**config.mk**
```make
export PLATFORM = sky130hd
export DESIGN_NAME = uop_fetch_queue
export DESIGN_NICKNAME = d
export VERILOG_FILES = /design/src/rtl/uop_fetch_queue.sv
export SDC_FILE = /design/constraint.sdc
export NUM_CORES = 1
export LEC_CHECK = 0
export CAP_MARGIN = 40
export CORE_AREA = 2 2 159 161
export CTS_BUF_LIST = sky130_fd_sc_hd__clkbuf_8
export DETAILED_ROUTE_END_ITERATION = 8
export DIE_AREA = 0 0 161 163
export HOLD_SLACK_MARGIN = 0.12
export MAX_ROUTING_LAYER = met4
export PLACE_DENSITY = 0.77
export SLEW_MARGIN = 20
export SYNTH_ARGS = -nofsm -noshare
export SYNTH_HDL_FRONTEND = slang
export SYNTH_SLANG_ARGS = --single-unit
```
**constraint.sdc**
```tcl
create_clock -name clk -period 6.05 [get_ports clk]
set_clock_uncertainty 0.2 [all_clocks]
set_input_delay 1.5125 -clock clk [delete_from_list [all_inputs] [get_ports clk]]
set_output_delay 1.5125 -clock clk [all_outputs]
set_load 0.05 [all_outputs]
```
**src/rtl/uop_fetch_queue.sv**
```systemverilog
// -----------------------------------------------------------------------------
// uop_fetch_queue
//
// Purpose:
//   Sequences a microcode routine out of the uop buffer, FETCH_WIDTH uops per
//   cycle, into a DEPTH-entry bundle queue. Bundles are handed to decode over
//   a valid/ready handshake. The block supports routine start, end-of-routine
//   detection, redirect (flush plus a new fetch address) and natural
//   wrap-around of the uop buffer address.
//
// Parameters:
//   FETCH_WIDTH   uops per bundle (1..8)
//   DEPTH         bundle queue entries (power of two, >= 2)
//   UOP_BUF_SIZE  uop buffer words (power of two)
//   UOP_BITS      bits per uop
//
// Ports:
//   clk             clock
//   reset           synchronous, active-high reset
//   start           begin a routine at start_addr (honoured only in IDLE)
//   start_addr      routine entry address
//   redirect        flush the queue and restart fetch at redirect_addr
//   redirect_addr   redirect target
//   uop_addr        read address to the uop buffer (always equals pc)
//   uop_data        uops at uop_addr+i (mod buffer size) in lane i, same cycle
//   uop_end         lane i holds the last uop of the routine
//   out_valid       queue head valid
//   out_ready       decode accepts the head
//   out_uops        head bundle
//   out_lane_valid  per-lane valid of the head bundle
//   out_last        head bundle contains the routine end
//   busy            FSM not IDLE or queue non-empty
//
// Optional feature (macro UOP_FETCH_QUEUE_PERF_EN):
//   perf_stall_cycles  cycles in RUN with fetch blocked by a full queue
//   perf_bundles       dequeue handshakes
//   Both clear on reset only, survive redirect, and saturate at all-ones.
// -----------------------------------------------------------------------------
module uop_fetch_queue #(
    parameter int FETCH_WIDTH  = 2,
    parameter int DEPTH        = 4,
    parameter int UOP_BUF_SIZE = 64,
    parameter int UOP_BITS     = 32
) (
    input  logic                                clk,
    input  logic                                reset,
    input  logic                                start,
    input  logic [$clog2(UOP_BUF_SIZE)-1:0]     start_addr,
    input  logic                                redirect,
    input  logic [$clog2(UOP_BUF_SIZE)-1:0]     redirect_addr,
    output logic [$clog2(UOP_BUF_SIZE)-1:0]     uop_addr,
    input  logic [FETCH_WIDTH*UOP_BITS-1:0]     uop_data,
    input  logic [FETCH_WIDTH-1:0]              uop_end,
    output logic                                out_valid,
    input  logic                                out_ready,
    output logic [FETCH_WIDTH*UOP_BITS-1:0]     out_uops,
    output logic [FETCH_WIDTH-1:0]              out_lane_valid,
    output logic                                out_last,
    output logic                                busy
`ifdef UOP_FETCH_QUEUE_PERF_EN
    ,
    output logic [31:0]                         perf_stall_cycles,
    output logic [31:0]                         perf_bundles
`endif
);

    localparam int AW = $clog2(UOP_BUF_SIZE);
    localparam int BW = FETCH_WIDTH * UOP_BITS;
    localparam int PW = $clog2(DEPTH);
    localparam int CW = PW + 1;

    localparam logic [CW-1:0] FULL_COUNT = CW'(DEPTH);
    localparam logic [AW-1:0] PC_STEP    = AW'(FETCH_WIDTH);

    localparam logic [1:0] ST_IDLE  = 2'd0;
    localparam logic [1:0] ST_RUN   = 2'd1;
    localparam logic [1:0] ST_DRAIN = 2'd2;

    logic [1:0]    state;
    logic [AW-1:0] pc;

    // Bundle queue storage
    logic [BW-1:0]          q_uops       [DEPTH];
    logic [FETCH_WIDTH-1:0] q_lane_valid [DEPTH];
    logic                   q_last       [DEPTH];
    logic [PW-1:0]          head;
    logic [PW-1:0]          tail;
    logic [CW-1:0]          count;

    logic                   deq;
    logic                   fetch;
    logic                   fetch_last;
    logic [FETCH_WIDTH-1:0] fetch_lane_valid;
    logic                   end_seen;

    assign deq        = out_valid && out_ready;
    // A full queue can still accept a bundle when the head leaves this cycle.
    assign fetch      = (state == ST_RUN) && !redirect && ((count != FULL_COUNT) || deq);
    assign fetch_last = |uop_end;

    // Lanes are valid up to and including the first end-of-routine lane.
    always_comb begin
        // NOTE: default every combinational output first so no latch is inferred.
        fetch_lane_valid = '0;
        end_seen         = 1'b0;
        for (int i = 0; i < FETCH_WIDTH; i++) begin
            // NOTE: blocking assignments here, end_seen must ripple lane to lane.
            fetch_lane_valid[i] = !end_seen;
            end_seen            = end_seen | uop_end[i];
        end
    end

    // NOTE: queue storage is not reset; emptiness is tracked by count and the
    // outputs are gated below, so stale contents are never visible.
    always_ff @(posedge clk) begin
        if (!reset && fetch) begin
            q_uops[tail]       <= uop_data;
            q_lane_valid[tail] <= fetch_lane_valid;
            q_last[tail]       <= fetch_last;
        end
    end

    // Control state. Redirect outranks start, fetch and dequeue.
    always_ff @(posedge clk) begin
        if (reset) begin
            // NOTE: non-blocking assignments for all sequential state.
            state <= ST_IDLE;
            pc    <= '0;
            head  <= '0;
            tail  <= '0;
            count <= '0;
        end else if (redirect) begin
            state <= ST_RUN;
            pc    <= redirect_addr;
            head  <= '0;
            tail  <= '0;
            count <= '0;
        end else begin
            if (deq) begin
                head <= head + PW'(1);
            end
            if (fetch) begin
                tail <= tail + PW'(1);
                pc   <= pc + PC_STEP;   // wrap by truncation
            end
            case ({fetch, deq})
                2'b10:   count <= count + CW'(1);
                2'b01:   count <= count - CW'(1);
                default: count <= count;
            endcase

            case (state)
                ST_IDLE: begin
                    if (start) begin
                        state <= ST_RUN;
                        pc    <= start_addr;
                    end
                end
                ST_RUN: begin
                    if (fetch && fetch_last) begin
                        state <= ST_DRAIN;
                    end
                end
                ST_DRAIN: begin
                    if (count == '0) begin
                        state <= ST_IDLE;
                    end
                end
                default: state <= ST_IDLE;
            endcase
        end
    end

    assign uop_addr       = pc;
    assign out_valid      = (count != '0);
    assign out_uops       = out_valid ? q_uops[head]       : '0;
    assign out_lane_valid = out_valid ? q_lane_valid[head] : '0;
    assign out_last       = out_valid ? q_last[head]       : 1'b0;
    assign busy           = (state != ST_IDLE) || out_valid;

`ifdef UOP_FETCH_QUEUE_PERF_EN
    logic stall;

    assign stall = (state == ST_RUN) && !redirect && (count == FULL_COUNT) && !deq;

    always_ff @(posedge clk) begin
        if (reset) begin
            perf_stall_cycles <= '0;
            perf_bundles      <= '0;
        end else begin
            if (stall && (perf_stall_cycles != '1)) begin
                perf_stall_cycles <= perf_stall_cycles + 32'd1;
            end
            if (deq && (perf_bundles != '1)) begin
                perf_bundles <= perf_bundles + 32'd1;
            end
        end
    end
`endif

endmodule
```
# [After elaboration in Yosys (flattened, before gate mapping)]
# Memories as Yosys holds them, arrays and structs flattened. A register that Yosys moved wholly into a read port is not among the register bits.
# Index checks and enable logic that the tools add are counted.
[totals] regBits=15 ramBits=264 input_bits=83 out_inout_bits=75 elab_cells=65 memories=3
[mem_list] memory="q_uops" depth=4 word_bits=64 read_ports=1 rd_clocked_by_memory_dff=1 wr=1 line_no="83" text="logic [BW-1:0] q_uops [DEPTH];"
[mem_list] memory="q_lane_valid" depth=4 word_bits=1 read_ports=1 rd_clocked_by_memory_dff=1 wr=1 line_no="84" text="logic [FETCH_WIDTH-1:0] q_lane_valid [DEPTH];"
[mem_list] memory="q_last" depth=4 word_bits=1 read_ports=1 rd_clocked_by_memory_dff=1 wr=1 line_no="85" text="logic q_last [DEPTH];"
[op_classes] add_sub_neg=5 eq_ne=11 n_mux=21 n_reduce_logical=19
[op_table] cell="64-bit 2-to-1 mux" count=1
[op_table] cell="6-bit 2-to-1 mux" count=4
[op_table] cell="2-bit 2-to-1 mux" count=10
[op_table] cell="3-bit != test, second input constant" count=3
[op_table] cell="6-bit by 2-bit adder with 6-bit output, second input constant" count=1
[op_table] cell="2-bit one-hot mux with 3 select lines" count=1
[op_table] cell="3-bit one-hot mux with 2 select lines" count=1
[op_table] cell="3-bit AND reduction" count=2
[op_table] cell="1-bit logical AND" count=5
[op_table] cell="2-bit by 1-bit adder with 2-bit output, second input constant" count=2
[op_table] cell="2-bit by 1-bit equality test with 1-bit output, second input constant" count=2
[op_table] cell="2-bit equality test, second input constant" count=2
[op_table] cell="1-bit 2-to-1 mux" count=4
[op_table] cell="2-bit != test, second input constant" count=2
[op_table] cell="2-bit nonzero test" count=2
[op_table] cell="2-bit OR reduction" count=2
[op_table] cell="3-bit by 1-bit adder with 3-bit output, second input constant" count=1
[op_table] cell="1-bit logical NOT" count=3
[op_table] cell="3-bit logical NOT" count=1
[op_table] cell="3-bit by 2-bit != test with 1-bit output, second input constant" count=1
[op_table] cell="3-bit nonzero test" count=1
[op_table] cell="3-bit by 1-bit subtractor with 3-bit output, second input constant" count=1
[op_table] cell="2-bit logical NOT" count=1
[op_table] cell="1-bit logical OR" count=2
[op_table] cell="2-bit by 1-bit != test with 1-bit output, second input constant" count=1

# [Depth between registers and ports, before layout]
# Gate-level depths: netlist of the first run.
[logic_depth] depth_word=8 depth_mapped=6 mapped_depth_nobuf=6

# [Worst setup path after synthesis of the first run]
# Ideal clock, no wire load.
[synth_timing] kind="input port to flip-flop" startpoint="input redirect" endpoint="memory q_lane_valid[0] (netlist bit), enable pin" setup_ps=431 arrival_ps=3754 required_ps=5419 path_slack_ps=1665 stages=3 path_buffers=0 cell_sequence="or3b_4 > nor3_1 > and2_1"
[synth_between] elab_chain_cells=6
[synth_rtl] element="start, declared" line_no="49" text="input logic redirect,"
[synth_rtl] element="1-bit logical NOT" line_no="98" text="assign fetch = (state == ST_RUN) && !redirect && ((count != FULL_COUNT) || deq);"
[synth_rtl] element="1-bit logical AND (2 in a row)" line_no="98"
[synth_rtl] element="1-bit logical AND" line_no="116" text="if (!reset && fetch) begin"
[synth_rtl] element="1-bit 2-to-1 mux" line_no="116"
[synth_rtl] element="1-bit 2-to-1 mux (implied by the code)" line_no="118" text="q_lane_valid[tail] <= fetch_lane_valid;"
[synth_rtl] element="end, declared" line_no="84"
# No other way between the ends.

==> results of run 1 <==
## cells by family after synthesis
family,count (synthesis),share of synthesized area [%]
flip-flops,281,75.8
AND/OR/NAND/NOR,113,6.42
multiplexers,70,14.0
buffers and inverters,31,1.22
AO/OA/AOI/OAI,21,1.26
XOR/XNOR,6,0.482
adder cells (fa/ha/maj),6,0.758
## registers in the layout (all words and copies together), names as in the netlist, named ones only
name,count
q_last,4
q_uops,256
head,2
count,3
uop_addr,6
q_lane_valid,4
tail,2
state,2
## power groups by stage
stage / combinational (W) / clock, W / sequential [W]
2_1_floorplan: 0.000130 / 0 / 0.00221
3_3_place_gp: 0.000262 / 0 / 0.00220
3_5_place_dp: 0.000274 / 0 / 0.00220
4_1_cts: 0.000275 / 0.00137 / 0.00216
5_1_grt: 0.000288 / 0.00146 / 0.00216
6_report: 0.000272 / 0.00133 / 0.00216
## cells in the mapped netlist (2+ instances only)
cell / n / area share [%]
edfxtp_1: 264 / 73
and2_1: 70 / 4.0
mux4_2: 66 / 14
dfxtp_1: 17 / 3.1
clkbuf_1: 13 / 0.45
nor2_1: 10 / 0.34
buf_2: 7 / 0.32
ha_1: 5 / 0.57
inv_1: 5 / 0.17
nand2_1: 5 / 0.17
nor3_1: 5 / 0.23
a21oi_1: 4 / 0.18
buf_1: 4 / 0.14
nand3_1: 4 / 0.18
xnor2_1: 4 / 0.32
a22oi_1: 3 / 0.21
a31oi_1: 3 / 0.17
mux2i_1: 3 / 0.28
nor2b_1: 3 / 0.17
o22ai_1: 3 / 0.17
or3_1: 3 / 0.17
buf_4: 2 / 0.14
o21ai_0: 2 / 0.092
o31ai_1: 2 / 0.14
or2_2: 2 / 0.11
xor2_1: 2 / 0.16
## final cells by class
type | count | area, µm² | share of cell area (%)
antenna | 2 | 5.00 | 0.0365
clock buffer | 45 | 619 | 4.52
clock inverter | 32 | 123 | 0.895
inverter | 5 | 18.8 | 0.137
multi-input combinational | 216 | 2510 | 18.3
sequential | 281 | 8280 | 60.4
tap | 330 | 413 | 3.02
timing repair buffer | 165 | 1730 | 12.6
## routing by layer
metal / vias up / share of wire, % / wire, µm
li1: 2500 / - / -
met1: 2775 / 41 / 8560
met2: 187 / 51 / 10600
met3: 16 / 7.2 / 1520
met4: 0 / 1.2 / 259
met5: - / 0 / 0
## critical path: stages (launching register included)
cell and delay (ns):
dfxtp_4 0.76, buf_4 0.49, mux4_2 0.58, and2_1 0.17
clkdlybuf4s50_1 0.70
## path summary, 6_finish.rpt
check / slack (ns) / from / to
worst max-delay path: 1.09 / flip-flop / out_uops[18]
worst min-delay path: 0.34 / count[2]$_SDFFE_PP0P_ / count[2]$_SDFFE_PP0P_
worst max register to register: 3.36 / state[0]$_SDFFE_PP0P_ / q_uops[3][53]$_DFFE_PP_
worst min register to register: 0.34 / count[2]$_SDFFE_PP0P_ / count[2]$_SDFFE_PP0P_
## stage by stage
stage          setup WS [ns]  area, µm²
5_1_grt                0.840      13700
3_5_place_dp            1.47      12900
6_report                1.09      13700
2_1_floorplan           1.67      10900
4_1_cts                0.978      13700
3_3_place_gp            1.53      12800
==> metrics.cfg, run 1 <==
[timing]
slew_headroom_pct = 54.5
rsz0062_at_grt = no
tns_ns = 0
fin_crit_sh_pct = 82.0
fmax_mhz = 202
slew_violations = 0
worstMarginPinSlew_ns = 0.683
hold_violations = 0
whs_ns = 0.340
final.min_clock_period_ns = 4.96
setup_viol = 0

[cts]
cts_setup_buffers = 0
ctsHtreeMaxLevel = 2
ctsLongestPathBuffers = 3
cts_root_buffer = clkbuf_8
cts_hold_buf = 0
ctsResizeCount = 0
cts_tree = yes
clk-insertion-delay-late_ns = 0.52
cts.sinks = 281
cts_buffers = 42
clk_pin_slew_worst_paths_ns = 0.06

[yosys]
synthArstFlopShare_pct = 0
synth_edf_count = 264
ys.flop_type = edfxtp_1
syn_inst = 528
syn_avg_cell_area_um2 = 20.6
syn-num-nets = 617
synth_area_um2 = 10900
synth-seq-cells = 281
yosys_warnings = 0
yosysSeqAreaShare_pct = 75.8
synth_cell_types = 43

[grt]
antenna_found_initial = 2
first_global_vias = 5905
grt_pass1_wl_um = 32100
top_usage_layer = met2
use_met2_pct = 26.9
grt_max_degree = 51
met3_usage_pct = 4.91
grt-ovfl-total = 0
track_usage_pct = 16.5
grtUsageMet1_pct = 20.3

[critical_path]
cp_max_fo = 32
r2r_cells = 4
critPathRequiredTime_ns = 4.34
endpoint_kind = primary output
cp.arrival_ns = 3.25
critical_path_class = reg2out
worst_setup_path_start_kind = flip-flop

[pwr]
combPwrFrac_pct = 7.2
p_total_w = 0.00376
power.density_nw_per_um2 = 274
vdd_drop_max_mv = 0.138
share_seq_of_total_power_pct = 57.4
internal-power_w = 0.00295
power_switching_w = 0.000807
p_leak_nw = 4.36
p_sw_share_pct = 21.5
clockPowerShare_pct = 35.3

[drt]
ant_nets = 0
vias = 5478
drtIter0Drc = 340
vias_per_cell = 5.09
detail_route.wl_per_cell_um = 19.5
first_pass_iters = 4
wirelength_um = 21000
drc = 0

[finish]
final_cell_mix = edfxtp_1, clkdlybuf4s50_1, mux4_2, and2_1, clkbuf_8
areaGrowthSynthToFinish_pct = 25.6
final_nets = 800
final_core_utilization_pct = 55.5
stdcell_count = 1076
drive_gt1_share_pct = 18.7
fill_cells = 1853
final_common_cell = edfxtp_1

[placed_design]
gp_congestion = 0.778
dpl.hpwl_um = 13700
port_buffers = 157
placed_cells = 997

[floorplan]
die_area_um2 = 26200
die_h_um = 163
core-area_um2 = 24700
die_w_um = 161
placementRows = 58
pin_count = 158
initial_core_util_pct = 44.2

[flow_run]
drv_cap = 0

[worst_hold_path]
worstHoldPathCells = 2
worstHoldPathType = reg2reg

[run_status]
status = finished clean

No activity file was read; power rests on OpenSTA's default activity.
==> run 2, diff against run 1 <==
==> constraint.sdc (replaced) <==
create_clock -name clk -period 4.69 [get_ports clk]
set_clock_uncertainty 0.2 [all_clocks]
set_input_delay 1.1725 -clock clk [delete_from_list [all_inputs] [get_ports clk]]
set_output_delay 1.1725 -clock clk [all_outputs]
set_load 0.05 [all_outputs]
==> metrics.cfg, run 2 (synthesis gave the netlist of run 1 again) <==
[finish]
final_core_utilization_pct = 55.8
final_nets = 811
final_common_cell = edfxtp_1
largest_reg_flops = 256
areaGrowthSynthToFinish_pct = 26.3
drive_gt1_share_pct = 20.2
final_cell_mix = edfxtp_1, clkdlybuf4s50_1, mux4_2, and2_1, clkbuf_8
fill_cells = 1878
final_area_um2 = 13800
top_register = q_uops

[flow_run]
drv_cap = 0

[grt]
grt-ovfl-total = 0
antenna_found_initial = 2
track_usage_pct = 17.2
grt_max_degree = 47
first_global_vias = 5967
grt_pass1_wl_um = 33500

[critical_path]
worstSetupPathDepth = 4
path_delay_family = buffers and inverters
cp_slowest_cell = or3_2
critPathRequiredTime_ns = 3.32
critical-path-max-stage-delay_ns = 0.76
worst-path-buf-inv = 2
cp.arrival_ns = 2.91
r2r_cells = 4
worstPathCellList = or3_2 -> buf_12 -> and2_1 -> clkdlybuf4s50_1
critical_path_class = reg2out
regToRegStartpoint = state[0]$_SDFFE_PP0P_
cp-startpoint = count[0]$_SDFFE_PP0P_
cp_max_fo = 46
worst_setup_path_start_kind = flip-flop
endpoint_kind = primary output

[pwr]
power_switching_w = 0.00107
combPwrFrac_pct = 7.3
clockPowerShare_pct = 35.9
p_sw_share_pct = 21.8
vdd_drop_max_mv = 0.156
power.density_nw_per_um2 = 356
p_leak_nw = 4.40
share_seq_of_total_power_pct = 56.8
internal-power_w = 0.00383

[floorplan]
pin_count = 158
die_h_um = 163
initial_core_util_pct = 44.2
die_area_um2 = 26200
die_w_um = 161
core-area_um2 = 24700
placementRows = 58

[run_status]
status = finished clean

[cts]
ctsLongestPathBuffers = 3
cts_buffers = 44
cts_setup_buffers = 0
ctsResizeCount = 0
cts.sinks = 281
cts_hold_buf = 0
cts_tree = yes
ctsHtreeMaxLevel = 2
clk_pin_slew_worst_paths_ns = 0.06
cts_root_buffer = clkbuf_8
clk-insertion-delay-late_ns = 0.52

[drt]
drtIter0Drc = 408
ant_nets = 0
vias_per_cell = 5.20
wirelength_um = 21800
first_pass_iters = 4
detail_route.wl_per_cell_um = 20.1
drc = 0
vias = 5631

[placed_design]
gp_congestion = 0.796
dpl.hpwl_um = 13800
port_buffers = 157
dpl_cell_area_um2 = 13000

[worst_hold_path]
worstHoldPathType = reg2reg
worstHoldPathCells = 2
worstHoldStart = count[2]$_SDFFE_PP0P_

[timing]
slew_headroom_pct = 57.6
slew_violations = 0
tns_ns = 0
setup_viol = 0
hold_violations = 0
rsz0062_at_grt = no
final.min_clock_period_ns = 4.28
fmax_mhz = 234
worstMarginPinSlew_ns = 0.636
fin_crit_sh_pct = 91.2

## run 2: routing by layer
metal,wire length [µm],global-route usage (%),share of wire [%]
met4,321,4.22,1.5
met2,10800,28.1,50
met1,9180,21.8,42
met3,1480,4.63,6.8
met5,0,-,0
## run 2: worst register-to-register path, cell delays in order (launching register included)
cell,delay [ns]
dfxtp_1,0.42
or3b_4,0.43
nor3_1,0.42
and2_4,0.55
buf_4,0.31
## run 2: final timing paths
| kind | end | slack [ns] |
|---|---|---|
| setup reg to reg | q_uops[2][35]$_DFFE_PP_ | 2.04 |
| setup / recovery | out_uops[61] | 0.41 |
| hold reg to reg | count[2]$_SDFFE_PP0P_ | 0.34 |
| hold / removal | count[2]$_SDFFE_PP0P_ | 0.34 |
## run 2: area by class of cell
cell class	instances	area, µm²	area share (%)
repair buffers	174	1790	13.0
diodes	2	5.00	0.0364
flip-flops and latches	281	8280	60.1
multi-input cells	216	2510	18.2
clock buffers	46	633	4.60
inverters	5	18.8	0.136
clock inverters	29	120	0.873
well taps	330	413	3.00
## run 2: stage by stage
step                      instances  hold WS [ns]  worst slack [ns]  power [W]
after floorplan                 528         0.271             0.645    0.00301
after global placement         1006         0.291             0.959    0.00318
after detailed placement       1006         0.327             0.874    0.00319
after CTS                      1081         0.335             0.380    0.00494
after global routing           1083         0.377             0.268    0.00507
final                          1083         0.344             0.412    0.00490
## run 2: power by group through the flow
stage          Clock, W  Combinational [W]  Sequential (W)
2_1_floorplan         0           0.000168         0.00285
5_1_grt         0.00192           0.000377         0.00278
3_5_place_dp          0           0.000357         0.00283
4_1_cts         0.00180           0.000359         0.00278
6_report        0.00176           0.000356         0.00278
3_3_place_gp          0           0.000348         0.00283
==> run 3, diff against run 2 <==
--- a/config.mk
+++ b/config.mk
@@ -5,7 +5,7 @@
 export SDC_FILE = /design/constraint.sdc
 export NUM_CORES = 1
 export LEC_CHECK = 0
-export CAP_MARGIN = 40
+export CAP_MARGIN = 20
 export CORE_AREA = 2 2 159 161
 export CTS_BUF_LIST = sky130_fd_sc_hd__clkbuf_8
 export DETAILED_ROUTE_END_ITERATION = 8
==> results of run 3 <==
The final DEF is identical to that of run 2; final timing and power are the same.
